$ cat config.mk
export PLATFORM = sky130hd
export DESIGN_NAME = mem_access
export DESIGN_NICKNAME = d
export VERILOG_FILES = /design/src/rtl/mem_access.sv
export SDC_FILE = /design/constraint.sdc
export NUM_CORES = 1
export LEC_CHECK = 0
export CORE_AREA = 2 2 241 243
export CTS_CLUSTER_DIAMETER = 80
export DETAILED_ROUTE_END_ITERATION = 8
export DIE_AREA = 0 0 243 245
export DONT_BUFFER_PORTS = 1
export PLACE_DENSITY_LB_ADDON = 0.3
export SLEW_MARGIN = 20
export SYNTH_ARGS = -nofsm -noshare
export SYNTH_HDL_FRONTEND = slang
export SYNTH_SLANG_ARGS = --single-unit
$ cat constraint.sdc
create_clock -name clk -period 3.8 [get_ports clk]
set_input_delay 1.14 -clock clk [delete_from_list [all_inputs] [get_ports clk]]
set_output_delay 1.14 -clock clk [all_outputs]
set_load 0.03 [all_outputs]
$ cat src/rtl/mem_access.sv
// mem_access: memory-access stage of the in-order RISC-V pipeline.
//
// Issues one TileLink-style Get/PutFullData per load/store, using the ALU
// result as the byte address. The pipeline stalls while the transaction is
// outstanding. Load data is aligned, sign/zero-extended and held until the
// DONE state exits. A combinational forwarding value (ma_data) and the
// registered MA/WB outputs (pc_out, rd_out, data_out) are produced here.
//
// Ports:
//   clk, rst_n       clock; rst_n is a synchronous ACTIVE-HIGH reset
//   clear            flush: suppress this instruction's writeback
//   op_load/op_store/op_size/op_unsigned  operation controls
//   pc, rd, result, data2                 instruction inputs (held while stall)
//   ma_data          combinational forwarding value
//   pc_out, rd_out, data_out              registered writeback outputs
//   stall, request   pipeline hold / bus transaction in flight
//   a_*              bus A channel (request), a_ready input
//   d_valid, d_data  bus D channel (response), d_ready output
module mem_access (
    input  logic        clk,
    input  logic        rst_n,
    input  logic        clear,
    input  logic        op_load,
    input  logic        op_store,
    input  logic [1:0]  op_size,
    input  logic        op_unsigned,
    input  logic [63:0] pc,
    input  logic [4:0]  rd,
    input  logic [63:0] result,
    input  logic [63:0] data2,
    output logic [63:0] ma_data,
    output logic [63:0] pc_out,
    output logic [4:0]  rd_out,
    output logic [63:0] data_out,
    output logic        stall,
    output logic        request,
    output logic        a_valid,
    output logic [2:0]  a_opcode,
    output logic [63:0] a_address,
    output logic [1:0]  a_size,
    output logic [7:0]  a_mask,
    output logic [63:0] a_data,
    input  logic        a_ready,
    input  logic        d_valid,
    input  logic [63:0] d_data,
    output logic        d_ready
);

    typedef enum logic [1:0] {
        IDLE = 2'd0,
        REQ  = 2'd1,
        RESP = 2'd2,
        DONE = 2'd3
    } state_t;

    localparam logic [2:0] OPC_GET = 3'd4;
    localparam logic [2:0] OPC_PUT = 3'd0;

    // Byte-lane mask for an access of the given size at lane offset 0.
    function automatic logic [7:0] size_mask(input logic [1:0] size);
        logic [7:0] m;
        case (size)
            2'd0:    m = 8'h01;
            2'd1:    m = 8'h03;
            2'd2:    m = 8'h0F;
            2'd3:    m = 8'hFF;
            default: m = 8'h00;
        endcase
        return m;
    endfunction

    // Truncate an already right-aligned load value to its size and extend it.
    function automatic logic [63:0] extend_load(input logic [63:0] raw,
                                                input logic [1:0]  size,
                                                input logic        uns);
        logic [63:0] v;
        case (size)
            2'd0:    v = uns ? {56'd0, raw[7:0]}  : {{56{raw[7]}},  raw[7:0]};
            2'd1:    v = uns ? {48'd0, raw[15:0]} : {{48{raw[15]}}, raw[15:0]};
            2'd2:    v = uns ? {32'd0, raw[31:0]} : {{32{raw[31]}}, raw[31:0]};
            2'd3:    v = raw;
            default: v = 64'd0;
        endcase
        return v;
    endfunction

    state_t      state_r;
    state_t      state_next_s;
    logic        mem_op_s;
    logic [5:0]  lane_shift_s;
    logic [63:0] load_ext_s;
    logic [63:0] load_data_r;
    logic        discard_r;
    logic [2:0]  a_opcode_r;
    logic [63:0] a_address_r;
    logic [1:0]  a_size_r;
    logic [7:0]  a_mask_r;
    logic [63:0] a_data_r;

    assign mem_op_s     = (op_load | op_store) & ~clear;
    assign lane_shift_s = {result[2:0], 3'b000};
    assign load_ext_s   = extend_load(d_data >> lane_shift_s, op_size, op_unsigned);

    // State register.
    always_ff @(posedge clk) begin
        if (rst_n) begin
            state_r <= IDLE;
        end else begin
            state_r <= state_next_s;
        end
    end

    // Next-state and control decode.
    always_comb begin
        state_next_s = state_r;
        a_valid      = 1'b0;
        d_ready      = 1'b0;
        request      = 1'b0;
        stall        = 1'b0;
        case (state_r)
            IDLE: begin
                // Only a live (unflushed) memory op holds the pipeline here.
                stall = mem_op_s;
                if (mem_op_s) begin
                    state_next_s = REQ;
                end else begin
                    state_next_s = IDLE;
                end
            end
            REQ: begin
                a_valid = 1'b1;
                request = 1'b1;
                stall   = 1'b1;
                if (a_ready) begin
                    state_next_s = RESP;
                end else begin
                    state_next_s = REQ;
                end
            end
            RESP: begin
                d_ready = 1'b1;
                request = 1'b1;
                stall   = 1'b1;
                if (d_valid) begin
                    state_next_s = DONE;
                end else begin
                    state_next_s = RESP;
                end
            end
            DONE: begin
                state_next_s = IDLE;
            end
            default: begin
                state_next_s = IDLE;
            end
        endcase
    end

    // A-channel fields latched on issue so they cannot move while a_valid waits.
    always_ff @(posedge clk) begin
        if (rst_n) begin
            a_opcode_r  <= 3'd0;
            a_address_r <= 64'd0;
            a_size_r    <= 2'd0;
            a_mask_r    <= 8'd0;
            a_data_r    <= 64'd0;
        end else if (state_r == IDLE && mem_op_s) begin
            a_opcode_r  <= op_load ? OPC_GET : OPC_PUT;
            a_address_r <= result;
            a_size_r    <= op_size;
            a_mask_r    <= size_mask(op_size) << result[2:0];
            a_data_r    <= data2 << lane_shift_s;
        end else begin
            a_opcode_r  <= a_opcode_r;
            a_address_r <= a_address_r;
            a_size_r    <= a_size_r;
            a_mask_r    <= a_mask_r;
            a_data_r    <= a_data_r;
        end
    end

    assign a_opcode  = a_opcode_r;
    assign a_address = a_address_r;
    assign a_size    = a_size_r;
    assign a_mask    = a_mask_r;
    assign a_data    = a_data_r;

    // Load data capture on the D-channel handshake; held through DONE.
    always_ff @(posedge clk) begin
        if (rst_n) begin
            load_data_r <= 64'd0;
        end else if (state_r == RESP && d_valid && op_load) begin
            load_data_r <= load_ext_s;
        end else begin
            load_data_r <= load_data_r;
        end
    end

    // Remembers a flush seen mid-transaction: the bus still completes, but the
    // writeback in DONE becomes a bubble even if clear has since dropped.
    always_ff @(posedge clk) begin
        if (rst_n) begin
            discard_r <= 1'b0;
        end else if (state_r == DONE || state_r == IDLE) begin
            discard_r <= 1'b0;
        end else if (clear) begin
            discard_r <= 1'b1;
        end else begin
            discard_r <= discard_r;
        end
    end

    assign ma_data = op_load ? load_data_r : result;

    // MA/WB output registers.
    always_ff @(posedge clk) begin
        if (rst_n || clear) begin
            pc_out   <= 64'd0;
            rd_out   <= 5'd0;
            data_out <= 64'd0;
        end else if (stall || discard_r) begin
            pc_out   <= 64'd0;
            rd_out   <= 5'd0;
            data_out <= 64'd0;
        end else begin
            pc_out   <= pc;
            rd_out   <= rd;
            data_out <= ma_data;
        end
    end

endmodule

==> impl_metrics.csv, run 1 <==
group,metric,value,unit
status,status,"finished clean",
yosys,ys.flop_type,"dfxtp_1",
yosys,ys_seq_area_frac,0.450,
detailed_routing,drt-initial-drc-count,766,
yosys,yosysUniqueCellTypes,55,
setup_path,crit_required,2.66,ns
pwr,clkPwrFrac,0.476,
layout,multiInputGateArea,7560,µm²
layout,stdcell_area,17100,µm²
clocking,clk_pin_slew,0.06,ns
pwr,swShare,0.277,
sta,slew_viol_final,0,
setup_path,cp.arrival,2.11,ns
sta,slew_headroom,0.382,
yosys,synthCells,1601,
yosys,ys.warnings.count,0,
layout,fillers,6033,
yosys,yosys.area.top_type,"dfxtp_1",
detailed_routing,vias,11848,
setup_path,setup.worst_path.start,"state_r[0]$_SDFF_PP0_",
yosys,synth_edf_count,0,
yosys,ys_top_cells_by_area,"dfxtp_1 (45%), mux2_2 (7.3%), nand2_1 (5.7%)",
detailed_routing,wl,62500,µm
sta,period_minus_slack,3.25,ns
detailed_routing,wl_per_cell,26.9,µm
layout,area.growth.synth_to_final,13.2,%
sta,finClkSkew,0.0162,ns
sta,fin_crit_sh,0.855,
clocking,cts.htree.levels,2,
layout,layout-drive-gt1-share,0.169,
placed_design,dp_hpwl,47200,µm
clocking,cts_made_buffers,44,
die,die_area,59500,µm²
yosys,avgSynthCellArea,9.42,µm²
global_route,grt_pass1_wl,87200,µm
die,die_h,245,µm
placed_design,place_area,15500,µm²
yosys,yosysTopAreaCellShare,0.450,
setup_path,endpoint_kind,"primary output",
detailed_routing,viasPerCell,5.10,
global_route,antenna_found_initial,3,
global_route,overflow,0,
sta,grt_setup_unrepaired,"no",
die,fp.dieW,243,µm
layout,nets,1799,
placed_design,io_buffer_count,0,
yosys,async_flop_share,0,
pwr,powerDensity,546,nW/µm²
flow_run,drv_cap,0,
die,rows,88,
clocking,clock_path_buffers,3,
sta,fmax,308,MHz
setup_path,path_class,"flip-flop to primary output",
pwr,p_int,6740,µW
yosys,ys_ff_latch,339,
sta,setup_violations,0,
placed_design,gp_congestion,0.884,
worst_hold_path,hp-class,"flip-flop to flip-flop",
pwr,p_switching,2590,µW
global_route,grt_pass1_vias,11477,
die,initial_core_util,0.264,
pwr,p_seq_frac,0.436,
detailed_routing,drt_pass1_iterations,7,
global_route,grt_max_degree,175,
pwr,leakage,0.00628,µW
clocking,root_buffer,"clkbuf_16",
die,ioPinCount,613,
sta,worst_pin_slew,0.926,ns
clocking,clk_latency,0.58,ns
sta,setup_tns,0,ns
clocking,cts.sinks,339,
setup_path,worstSetupStartpointType,"flip-flop",
detailed_routing,ant_nets,0,
yosys,synth_area,15100,µm²
pwr,pwr-share-comb,0.088,
clocking,hold_buffers,0,
die,core-area,57000,µm²
pwr,ir_worst_vdd,327,µV
layout,regArea,6790,µm²
sta,hold_viol_final,0,
clocking,cts_resized,0,
clocking,post-cts-setup-buffer-count,0,
setup_path,reg2reg_from,"state_r[0]$_SDFF_PP0_",
setup_path,worstPathMaxFanout,4,
global_route,track_usage,0.200,
clocking,cts_tree,"built",
detailed_routing,drc,0,
worst paths after layout:
check	to	slack, ns	cells after the start
max	stall	0.55	5
min	flip-flop	0.50	2
max reg2reg	rd_out[4]$_SDFF_PP0_	1.33	8
min reg2reg	flip-flop	0.50	2
cell usage in the layout (no fill, tap or decap), drive strengths merged, types with 2 or more instances in the layout:
cell,count
o21ai,61
inv,11
nor3,32
nand2b,10
mux4,31
o22ai,17
nand2,230
a31oi,2
conb,2
clkinv,12
mux2,99
nand3,16
clkbuf,57
buf,18
mux2i,83
and2,134
diode,3
o2bb2ai,8
or2,5
a22oi,26
o211ai,2
a211oi,59
and3,3
a2111oi,3
a311oi,8
nor2,108
nor2b,12
a2bb2oi,6
or3,8
a221oi,8
a21oi,126
ha,5
dfxtp,339
bufinv,6
layout make-up:
type,instances,area share
flip-flops and latches,339,0.398
diodes,3,0.000440
repair buffers,18,0.00939
inverters,7,0.00154
clock inverters,23,0.0197
multi-input cells,1113,0.443
clock buffers,57,0.0715
well taps,765,0.0561
registers in the layout, indices dropped and copies added, names as in the netlist, named ones only:
name         cells
a_size           2
data_out        64
state_r          1
load_data_r     64
a_data          64
discard_r        1
a_opcode         1
a_address       64
a_mask           8
rd_out           5
pc_out          64
metrics by stage:
stage / total power, µW / hold WS (ns) / worst slack (ns) / util / instances
2_1_floorplan: 4850 / 0.454 / 0.325 / - / 1602
4_1_cts: 9460 / 0.507 / 0.565 / 0.299 / 2322
3_5_place_dp: 4970 / 0.498 / 0.713 / 0.272 / 2242
3_3_place_gp: 4960 / 0.474 / 0.772 / 0.272 / 2242
6_report: 9320 / 0.505 / 0.552 / 0.299 / 2325
5_1_grt: 9660 / 0.533 / 0.512 / 0.299 / 2323
logic make-up (layout without fill, tap and decap cells):
family | count (synthesis) | in the layout | synth area share
buf+inv | 150 | 105 | 0.0495
simple gates | 561 | 561 | 0.176
other cells | 1 | 5 | 0.000249
mux | 213 | 213 | 0.176
compound gates | 332 | 332 | 0.144
fa+ha+maj | 5 | 5 | 0.00415
flops | 339 | 339 | 0.450
cells in the mapped netlist (6+ instances only):
cell type and count:
a211oi_2 10, a21oi_1 116, buf_6 12, a311oi_1 8
and2_1 134, o21ai_0 61, o2bb2ai_1 8, mux4_2 31
clkbuf_1 75, inv_1 7, a22oi_1 26, nand2_1 230
nor2b_1 12, buf_1 19, nor3_1 29, dfxtp_1 339
mux2_2 98, a221oi_1 8, a21oi_2 10, mux2i_1 83
nand2b_1 10, a2bb2oi_1 6, nor2_1 107, o22ai_1 16
or3_1 8, a211oi_1 48, nand3_1 16, buf_2 28
per-layer routing:
metal  GRT usage  up-vias  part of all wire
li1            -     5433                 -
met1       0.228     5853              0.38
met2       0.345      500              0.50
met3      0.0902       60              0.11
met4      0.0415        2             0.014
met5           0        -           0.00024
power by group through the flow:
stage / clock [µW] / sequential [µW] / combinational (µW)
final: 4440 / 4070 / 817
after global routing: 4700 / 4080 / 889
after CTS: 4560 / 4070 / 824
after detailed placement: 0 / 4150 / 821
after global placement: 0 / 4150 / 807
after floorplan: 0 / 4090 / 757
critical path: stages (launching register included):
cell	delay, ns
dfxtp_1	0.38
inv_1	0.11
ha_1	0.53
inv_1	0.12
a21oi_1	0.18
buf_4	0.21
No activity file was read; power rests on OpenSTA's default activity.
==> inputs of run 2 (changes only) <==
--- a/config.mk
+++ b/config.mk
@@ -10,8 +10,8 @@
 export DETAILED_ROUTE_END_ITERATION = 8
 export DIE_AREA = 0 0 243 245
 export DONT_BUFFER_PORTS = 1
+export MAX_ROUTING_LAYER = met4
 export PLACE_DENSITY_LB_ADDON = 0.3
-export SLEW_MARGIN = 20
 export SYNTH_ARGS = -nofsm -noshare
 export SYNTH_HDL_FRONTEND = slang
 export SYNTH_SLANG_ARGS = --single-unit
==> run 2 against run 1 <==
  * Clock-buffer cell count grew 3
  * Die area did not move
  * Fmax up 1.8%
  * Combinational power is 1% higher
  * Worst setup slack better by 0.058 ns
==> impl_metrics.csv, run 2 (synthesized netlist as in run 1, its figures left out) <==
group,metric,value,unit
sta,fin_crit_sh,0.839,
die,rows,88,
global_route,grt_pass1_vias,11706,
sta,setup_violations,0,
setup_path,reg2reg_to,"load_data_r[33]$_SDFFE_PP0P_",
detailed_routing,drt-initial-drc-count,709,
layout,layout_commonest_cell,"dfxtp_1",
sta,slew_headroom,0.199,
sta,setup_ws,0.610,ns
placed_design,gp_congestion,0.903,
sta,setup_tns,0,ns
global_route,grt_pass1_wl,88000,µm
sta,finClkSkew,0.0291,ns
setup_path,cp.arrival,2.05,ns
clocking,cts.htree.levels,2,
status,status,"finished clean",
layout,layout-drive-gt1-share,0.167,
detailed_routing,drc,0,
setup_path,rr_worst_depth,6,
layout,multiInputGateArea,7560,µm²
setup_path,cpMostUsedCell,"inv_1",
clocking,cts_made_buffers,44,
layout,regArea,6790,µm²
clocking,clock_path_buffers,3,
detailed_routing,wl,63000,µm
detailed_routing,wl_per_cell,27.2,µm
setup_path,worstPathMaxFanout,4,
die,die_area,59500,µm²
pwr,powerDensity,539,nW/µm²
global_route,track_usage,0.208,
placed_design,dpl_worst_slack,0.641,ns
pwr,ir_worst_vdd,280,µV
clocking,clk_latency,0.59,ns
clocking,post-cts-setup-buffer-count,0,
pwr,leakage,0.00623,µW
clocking,root_buffer,"clkbuf_16",
placed_design,dp_cells,2240,
die,initial_core_util,0.264,
detailed_routing,drt_pass1_iterations,4,
clocking,cts_tree,"built",
global_route,grt_max_degree,175,
setup_path,reg2reg_from,"state_r[0]$_SDFF_PP0_",
setup_path,endpoint_kind,"primary output",
layout,stdcell_area,17000,µm²
layout,final_cell_mix,"dfxtp_1 (339), nand2_1 (229), and2_1 (133)",
sta,holdWs,0.502,ns
global_route,antenna_found_initial,4,
sta,period_minus_slack,3.19,ns
layout,nets,1797,
placed_design,io_buffer_count,0,
setup_path,worstSetupStartpointType,"flip-flop",
sta,worst_pin_slew,1.20,ns
detailed_routing,viasPerCell,5.12,
layout,final_cell_count_no_fill,2321,
placed_design,dp_hpwl,46700,µm
clocking,cts.sinks,339,
global_route,overflow,0,
placed_design,place_area,15500,µm²
setup_path,path_class,"flip-flop to primary output",
sta,slew_viol_final,0,
die,core-area,57000,µm²
clocking,clk_pin_slew,0.05,ns
layout,area.growth.synth_to_final,12.7,%
setup_path,crit_path_cell_trace,"inv_1 -> ha_1 -> inv_1 -> a21oi_1 -> buf_4",
setup_path,crit_required,2.66,ns
sta,grt_setup_unrepaired,"no",
layout,fillers,6026,
setup_path,cpPeakStageDelay,0.51,ns
clocking,hold_buffers,0,
worst_hold_path,hold_depth,2,
flow_run,drv_cap,0,
sta,hold_viol_final,0,
detailed_routing,vias,11894,
sta,fmax,314,MHz
die,die_h,245,µm
worst_hold_path,hp-class,"flip-flop to flip-flop",
detailed_routing,ant_nets,0,
setup_path,reg2reg_slack,1.43,ns
die,ioPinCount,613,
die,fp.dieW,243,µm
clocking,cts_resized,0,
setup_path,slowest_stage,"ha_1",
run 2: cell count changes in the layout (fill, tap and decap cells not counted):
cell and change:
nor2_1 +1, clkinvlp_4 +5, buf_12 +1, clkinv_2 -3
bufinv_16 -3, clkbuf_8 +2, nor2_2 -1, inv_8 -1
clkbuf_16 +1, clkinv_8 -4, diode_2 -2, buf_4 -3
clkinv_4 +3
run 2: routing by layer:
metal  global-route usage  up-vias  part of all wire
met3               0.0745       77             0.098
met4               0.0554        0             0.021
li1                     -     5426                 -
met5                    -        -                 0
met1                0.238     5873              0.39
met2                0.345      518              0.49
run 2: critical path: cells and delay by family, from the launching register on:
kind,cells,cell delay (ns)
flops,1,0.38
compound gates,1,0.18
fa+ha+maj,1,0.51
buf+inv,3,0.42
run 2: area by class of cell:
cell class                 instances  share of cell area
clock inverter                    20              0.0129
timing repair buffer              16             0.00928
sequential                       339               0.400
clock buffer                      60              0.0749
antenna                            1            0.000147
tap                              765              0.0564
inverter                           7             0.00155
multi-input combinational       1113               0.445
run 2: how the worst max path moves through the flow:
| stage | from | to | slack (ns) | cells past startpoint |
|---|---|---|---|---|
| detailed placement | clear | stall | 0.64 | 4 |
| floorplan | op_load | ma_data[2] | 0.32 | 3 |
| global route | state_r[0]$_SDFF_PP0_ | stall | 0.47 | 5 |
| CTS | state_r[0]$_SDFF_PP0_ | stall | 0.61 | 5 |
| global placement | clear | stall | 0.68 | 4 |
| finish | state_r[0]$_SDFF_PP0_ | stall | 0.61 | 5 |
run 2: where the power goes:
part | switching, µW | internal (µW) | leakage, µW
Sequential | 371 | 3690 | 0.00276
Clock | 1700 | 2560 | 0.000717
Combinational | 488 | 337 | 0.00275
Total | 2560 | 6600 | 0.00623
run 2: through the flow:
stage / power (µW) / util
6_report: 9150 / 0.298
3_5_place_dp: 4980 / 0.272
5_1_grt: 9490 / 0.298
3_3_place_gp: 4970 / 0.272
4_1_cts: 9280 / 0.298
2_1_floorplan: 4850 / -
==> inputs of run 3 (changes only) <==
--- a/config.mk
+++ b/config.mk
@@ -5,10 +5,10 @@
 export SDC_FILE = /design/constraint.sdc
 export NUM_CORES = 1
 export LEC_CHECK = 0
-export CORE_AREA = 2 2 241 243
+export CORE_AREA = 2 2 235 237
 export CTS_CLUSTER_DIAMETER = 80
 export DETAILED_ROUTE_END_ITERATION = 8
-export DIE_AREA = 0 0 243 245
+export DIE_AREA = 0 0 237 239
 export DONT_BUFFER_PORTS = 1
 export MAX_ROUTING_LAYER = met4
 export PLACE_DENSITY_LB_ADDON = 0.3
==> constraint.sdc (replaced) <==
create_clock -name clk -period 2.9 [get_ports clk]
set_input_delay 0.87 -clock clk [delete_from_list [all_inputs] [get_ports clk]]
set_output_delay 0.87 -clock clk [all_outputs]
set_load 0.03 [all_outputs]
==> run 3 against run 2 <==
  * Design area about the same
  * Hold slack got worse by 0.11 ns
  * Largest cell class unchanged
  * Highest routed layer unchanged
  * Clock skew decreased by 0.020 ns
  * First-iteration DRC count decreased by 13%
==> impl_metrics.csv, run 3 (synthesized netlist as in run 1, its figures left out) <==
group,metric,value,unit
layout,stdcell_area,17000,µm²
die,die_area,56600,µm²
clocking,clock_path_buffers,3,
sta,grt_setup_unrepaired,"no",
clocking,clk_pin_slew,0.06,ns
sta,fin_crit_sh,0.938,
layout,regArea,6790,µm²
global_route,grt_max_degree,175,
setup_path,reg2reg_to,"load_data_r[61]$_SDFFE_PP0P_",
sta,setup_tns,0,ns
layout,layout_commonest_cell,"dfxtp_1",
setup_path,setup.worst_path.start,"state_r[0]$_SDFF_PP0_",
flow_run,drv_cap,0,
layout,diodes,0,
detailed_routing,vias,11818,
pwr,ir_worst_vdd,404,µV
setup_path,reg2reg_slack,0.70,ns
sta,setup_violations,0,
pwr,powerDensity,701,nW/µm²
sta,fmax,368,MHz
setup_path,worstPathMaxFanout,4,
detailed_routing,ant_nets,0,
global_route,overflow,0,
detailed_routing,wl_per_cell,27.0,µm
layout,fillers,5715,
sta,period_minus_slack,2.72,ns
clocking,post-cts-setup-buffer-count,0,
setup_path,path_class,"flip-flop to primary output",
die,initial_core_util,0.277,
setup_path,rr_worst_depth,8,
layout,utilization,0.312,
die,ioPinCount,613,
worst_hold_path,min_from,"rst_n",
global_route,grt_pass1_vias,11660,
detailed_routing,drc,0,
setup_path,cpPeakStageDelay,0.38,ns
placed_design,gp_congestion,0.909,
detailed_routing,drt_pass1_iterations,7,
sta,holdWs,0.396,ns
sta,slew_viol_final,0,
pwr,leakage,0.00629,µW
setup_path,cpMostUsedCell,"inv_1",
sta,finClkSkew,0.00868,ns
setup_path,endpoint_kind,"primary output",
worst_hold_path,hold_depth,1,
setup_path,slowest_stage,"dfxtp_1",
detailed_routing,wl,61100,µm
placed_design,dp_hpwl,45900,µm
clocking,clk_latency,0.57,ns
global_route,track_usage,0.212,
clocking,cts_tree,"built",
detailed_routing,viasPerCell,5.21,
layout,multiInputGateArea,7570,µm²
die,fp.dieW,237,µm
placed_design,place_area,15500,µm²
setup_path,crit_required,2.03,ns
setup_path,worstSetupStartpointType,"flip-flop",
setup_path,crit_path_cell_trace,"inv_1 -> ha_1 -> inv_1 -> a21oi_2 -> buf_4",
layout,area.growth.synth_to_final,12.6,%
clocking,root_buffer,"clkbuf_16",
setup_path,reg2reg_from,"state_r[0]$_SDFF_PP0_",
sta,slew_headroom,0.260,
detailed_routing,drt-initial-drc-count,618,
status,status,"finished clean",
layout,layout-drive-gt1-share,0.175,
layout,final_cell_mix,"dfxtp_1 (339), nand2_1 (229), and2_1 (133)",
global_route,antenna_found_initial,1,
die,die_h,239,µm
placed_design,io_buffer_count,0,
clocking,cts.sinks,339,
worst_hold_path,min_to,"a_address[12]$_SDFFE_PP0P_",
sta,hold_viol_final,0,
clocking,cts_made_buffers,42,
die,rows,86,
global_route,grt_pass1_wl,85600,µm
layout,nets,1807,
worst_hold_path,hp-class,"input pin to flip-flop",
die,core-area,54300,µm²
sta,worst_pin_slew,1.11,ns
clocking,cts.htree.levels,2,
setup_path,cp.arrival,1.85,ns
[run 3: cell count changes in the layout (fill, tap and decap cells not counted), sizes merged]
cell      before  now
clkinv         8   11
bufinv         3    4
buf           16   28
clkbuf        60   51
inv           10   16
diode          1    0
clkinvlp       6    2
[run 3: repair_timing]
action	CTS	global route
resized for setup	0	1
hold buffers	0	0
setup endpoints to repair	0	1
[run 3: worst max path at each step]
stage	endpoint	slack, ns
4_1_cts	stall	0.03
3_3_place_gp	load_data_r[63]$_SDFFE_PP0P_	0.08
5_1_grt	stall	0.07
2_1_floorplan	ma_data[26]	0.04
6_report	stall	0.18
3_5_place_dp	load_data_r[63]$_SDFFE_PP0P_	0.06
[run 3: worst max-delay path, delay by kind of cell (launching register included)]
family                     cells  cell delay [ns]
AOI/OAI and AO/OA              1             0.19
adders and majority gates      1             0.33
buffers and inverters          3             0.39
DFF                            1             0.38
[run 3: power breakdown]
| group | total (µW) | internal (µW) | switching, µW |
|---|---|---|---|
| Sequential | 5320 | 4840 | 482 |
| Clock | 5460 | 3230 | 2230 |
| Combinational | 1100 | 454 | 649 |
| Total | 11900 | 8530 | 3360 |
[run 3: cell type report]
type / count / area share
Clock buffer: 51 / 0.0680
Clock inverter: 26 / 0.0167
Inverter: 7 / 0.00155
Multi-Input combinational cell: 1113 / 0.446
Sequential cell: 339 / 0.400
Tap cell: 704 / 0.0519
Timing Repair Buffer: 28 / 0.0161
[run 3: layer usage]
| layer | up-vias | share of wire | global-route usage |
|---|---|---|---|
| met5 | - | 0 | - |
| met4 | 0 | 0.022 | 0.0537 |
| met3 | 71 | 0.11 | 0.0857 |
| met2 | 482 | 0.51 | 0.367 |
| met1 | 5813 | 0.37 | 0.227 |
| li1 | 5452 | - | - |
[run 3: stage by stage]
step	setup WS [ns]	std cells	power (µW)
final	0.180	2268	11900
after detailed placement	0.0584	2191	6540
after floorplan	0.0424	1602	6350
after CTS	0.0287	2268	12000
after global routing	0.0749	2268	12300
after global placement	0.0764	2191	6520
==> RTL edit, RTL diff (flow settings as in run 2) <==
The 4 states of `state_t` get a one-hot encoding in 4 bits.
--- a/src/rtl/mem_access.sv
+++ b/src/rtl/mem_access.sv
@@ -46,11 +46,11 @@
     output logic        d_ready
 );
 
-    typedef enum logic [1:0] {
-        IDLE = 2'd0,
-        REQ  = 2'd1,
-        RESP = 2'd2,
-        DONE = 2'd3
+    typedef enum logic [3:0] {
+        IDLE = 4'b0001,
+        REQ  = 4'b0010,
+        RESP = 4'b0100,
+        DONE = 4'b1000
     } state_t;
 
     localparam logic [2:0] OPC_GET = 3'd4;
Check against the original RTL: no difference found for any inputs over 4 cycles, from zero or initial values and one cycle with rst_n high; so few cycles prove little.
==> RTL edit against run 2 <==
Global-route usage fell by 0.11 points. Synthesized area rose by 2.0%. Register-to-register slack got worse by 0.42 ns. Design area rose by 0.95%. Power fell by 1.4%. Worst setup slack improved by 0.026 ns. Final cell count rose by 1.1%. Sequential power rose by 4%. Clock power fell by 8.2%. Sequential cell count rose by 2. Wire length fell by 0.68%. First-iteration DRC count rose by 4.1%. Synthesized cell count rose by 1.9%. Critical path type is now primary input to output pin. Largest power group is now sequential cells. Highest routed layer unchanged.
==> RTL edit: results <==
group,metric,value,unit
finish,drive_above_1_share,0.173,
global_route,grt_pass1_vias,11900,
power,sequentialPowerShare,0.467,
power,vdd_drop_max,0.307,mV
power,clkPwrFrac,0.433,
routing,route.met2.wl,30100,um
synth,synthTopCellsByCount,"dfxtp_1 (341), nand2_1 (246), and2_1 (141), nor2_1 (140), a21oi_1 (100)",
routing,met1_length,25100,um
synth,yosys-top-cells-area,"dfxtp_1 (44%), mux2_2 (6.8%), nand2_1 (6.0%)",
synth,ys_seq_area_frac,0.444,
synth,synth-xor-area-share,0.00114,
status,outcome,"completed",
routing,routed_wl,62600,um
critical_path,cp.arrival,2.02,ns
critical_path,crit_start,"op_load",
global_route,grt_util_all_layers,0.207,
routing,met3_wirelength,5970,um
clock_tree,clk_latency,0.57,ns
critical_path,crit_fanout,68,
finish,nets,1818,
place,routabilityCongestion,0.917,
global_route,grt_pass1_wl,88100,um
synth,synth_compound_area_frac,0.145,
global_route,grt_max_degree,208,
finish,fill_cells,6011,
routing,dr.pass1.iters,5,
power,p_sw,2.66,mW
power,p_leak,6.11,nW
critical_path,r2r-start,"state_r[0]",
global_route,grt_antenna_before_repair,9,
routing,vias_per_cell,5.15,
timing,max_slew_margin,0.366,
[RTL edit: changes by cell type after synthesis, sizes merged, moves of 9 or more]
cell / before / now
a211oi: 59 / 92
nor2: 108 / 141
o21ai: 61 / 29
a21oi: 126 / 100
nand2: 230 / 246
mux2i: 83 / 74
nor2b: 12 / 21
nor3b: 1 / 10
[RTL edit: path summary, 6_finish.rpt]
path / end / slack [ns] / cells past startpoint
worst max register to register: load_data_r[62] / 1.01 / 7
worst min-delay path: load_data_r[13] / 0.50 / 2
worst min register to register: load_data_r[13] / 0.50 / 2
worst max-delay path: stall / 0.64 / 4
[RTL edit: cell type report]
type,count,area (sq um),share of cell area
multi-input cells,1137,7800,0.455
flip-flops and latches,341,6830,0.398
well taps,765,957,0.0558
repair buffers,21,195,0.0114
diodes,5,12.5,0.000730
clock inverters,17,163,0.00949
clock buffers,56,1170,0.0685
inverters,4,15.0,0.000876
[RTL edit: cell families (layout without fill, tap and decap cells)]
| group | count (synthesis) | count (layout) |
|---|---|---|
| buffers and inverters | 155 | 98 |
| AO/OA/AOI/OAI | 304 | 304 |
| AND/OR/NAND/NOR | 630 | 630 |
| other | 1 | 7 |
| XOR/XNOR | 2 | 2 |
| flip-flops | 341 | 341 |
| multiplexers | 199 | 199 |
[RTL edit: critical path, stage by stage]
cell and delay [ns]:
o21bai_1 0.30, nand2b_4 0.21, nand2b_1 0.12, buf_4 0.20
[RTL edit: stage by stage]
stage | std cells | setup WS [ns] | util
after floorplan | 1633 | 0.314 | -
after global placement | 2268 | 0.654 | 0.277
after detailed placement | 2268 | 0.625 | 0.277
after CTS | 2341 | 0.643 | 0.300
after global routing | 2346 | 0.537 | 0.301
final | 2346 | 0.636 | 0.301
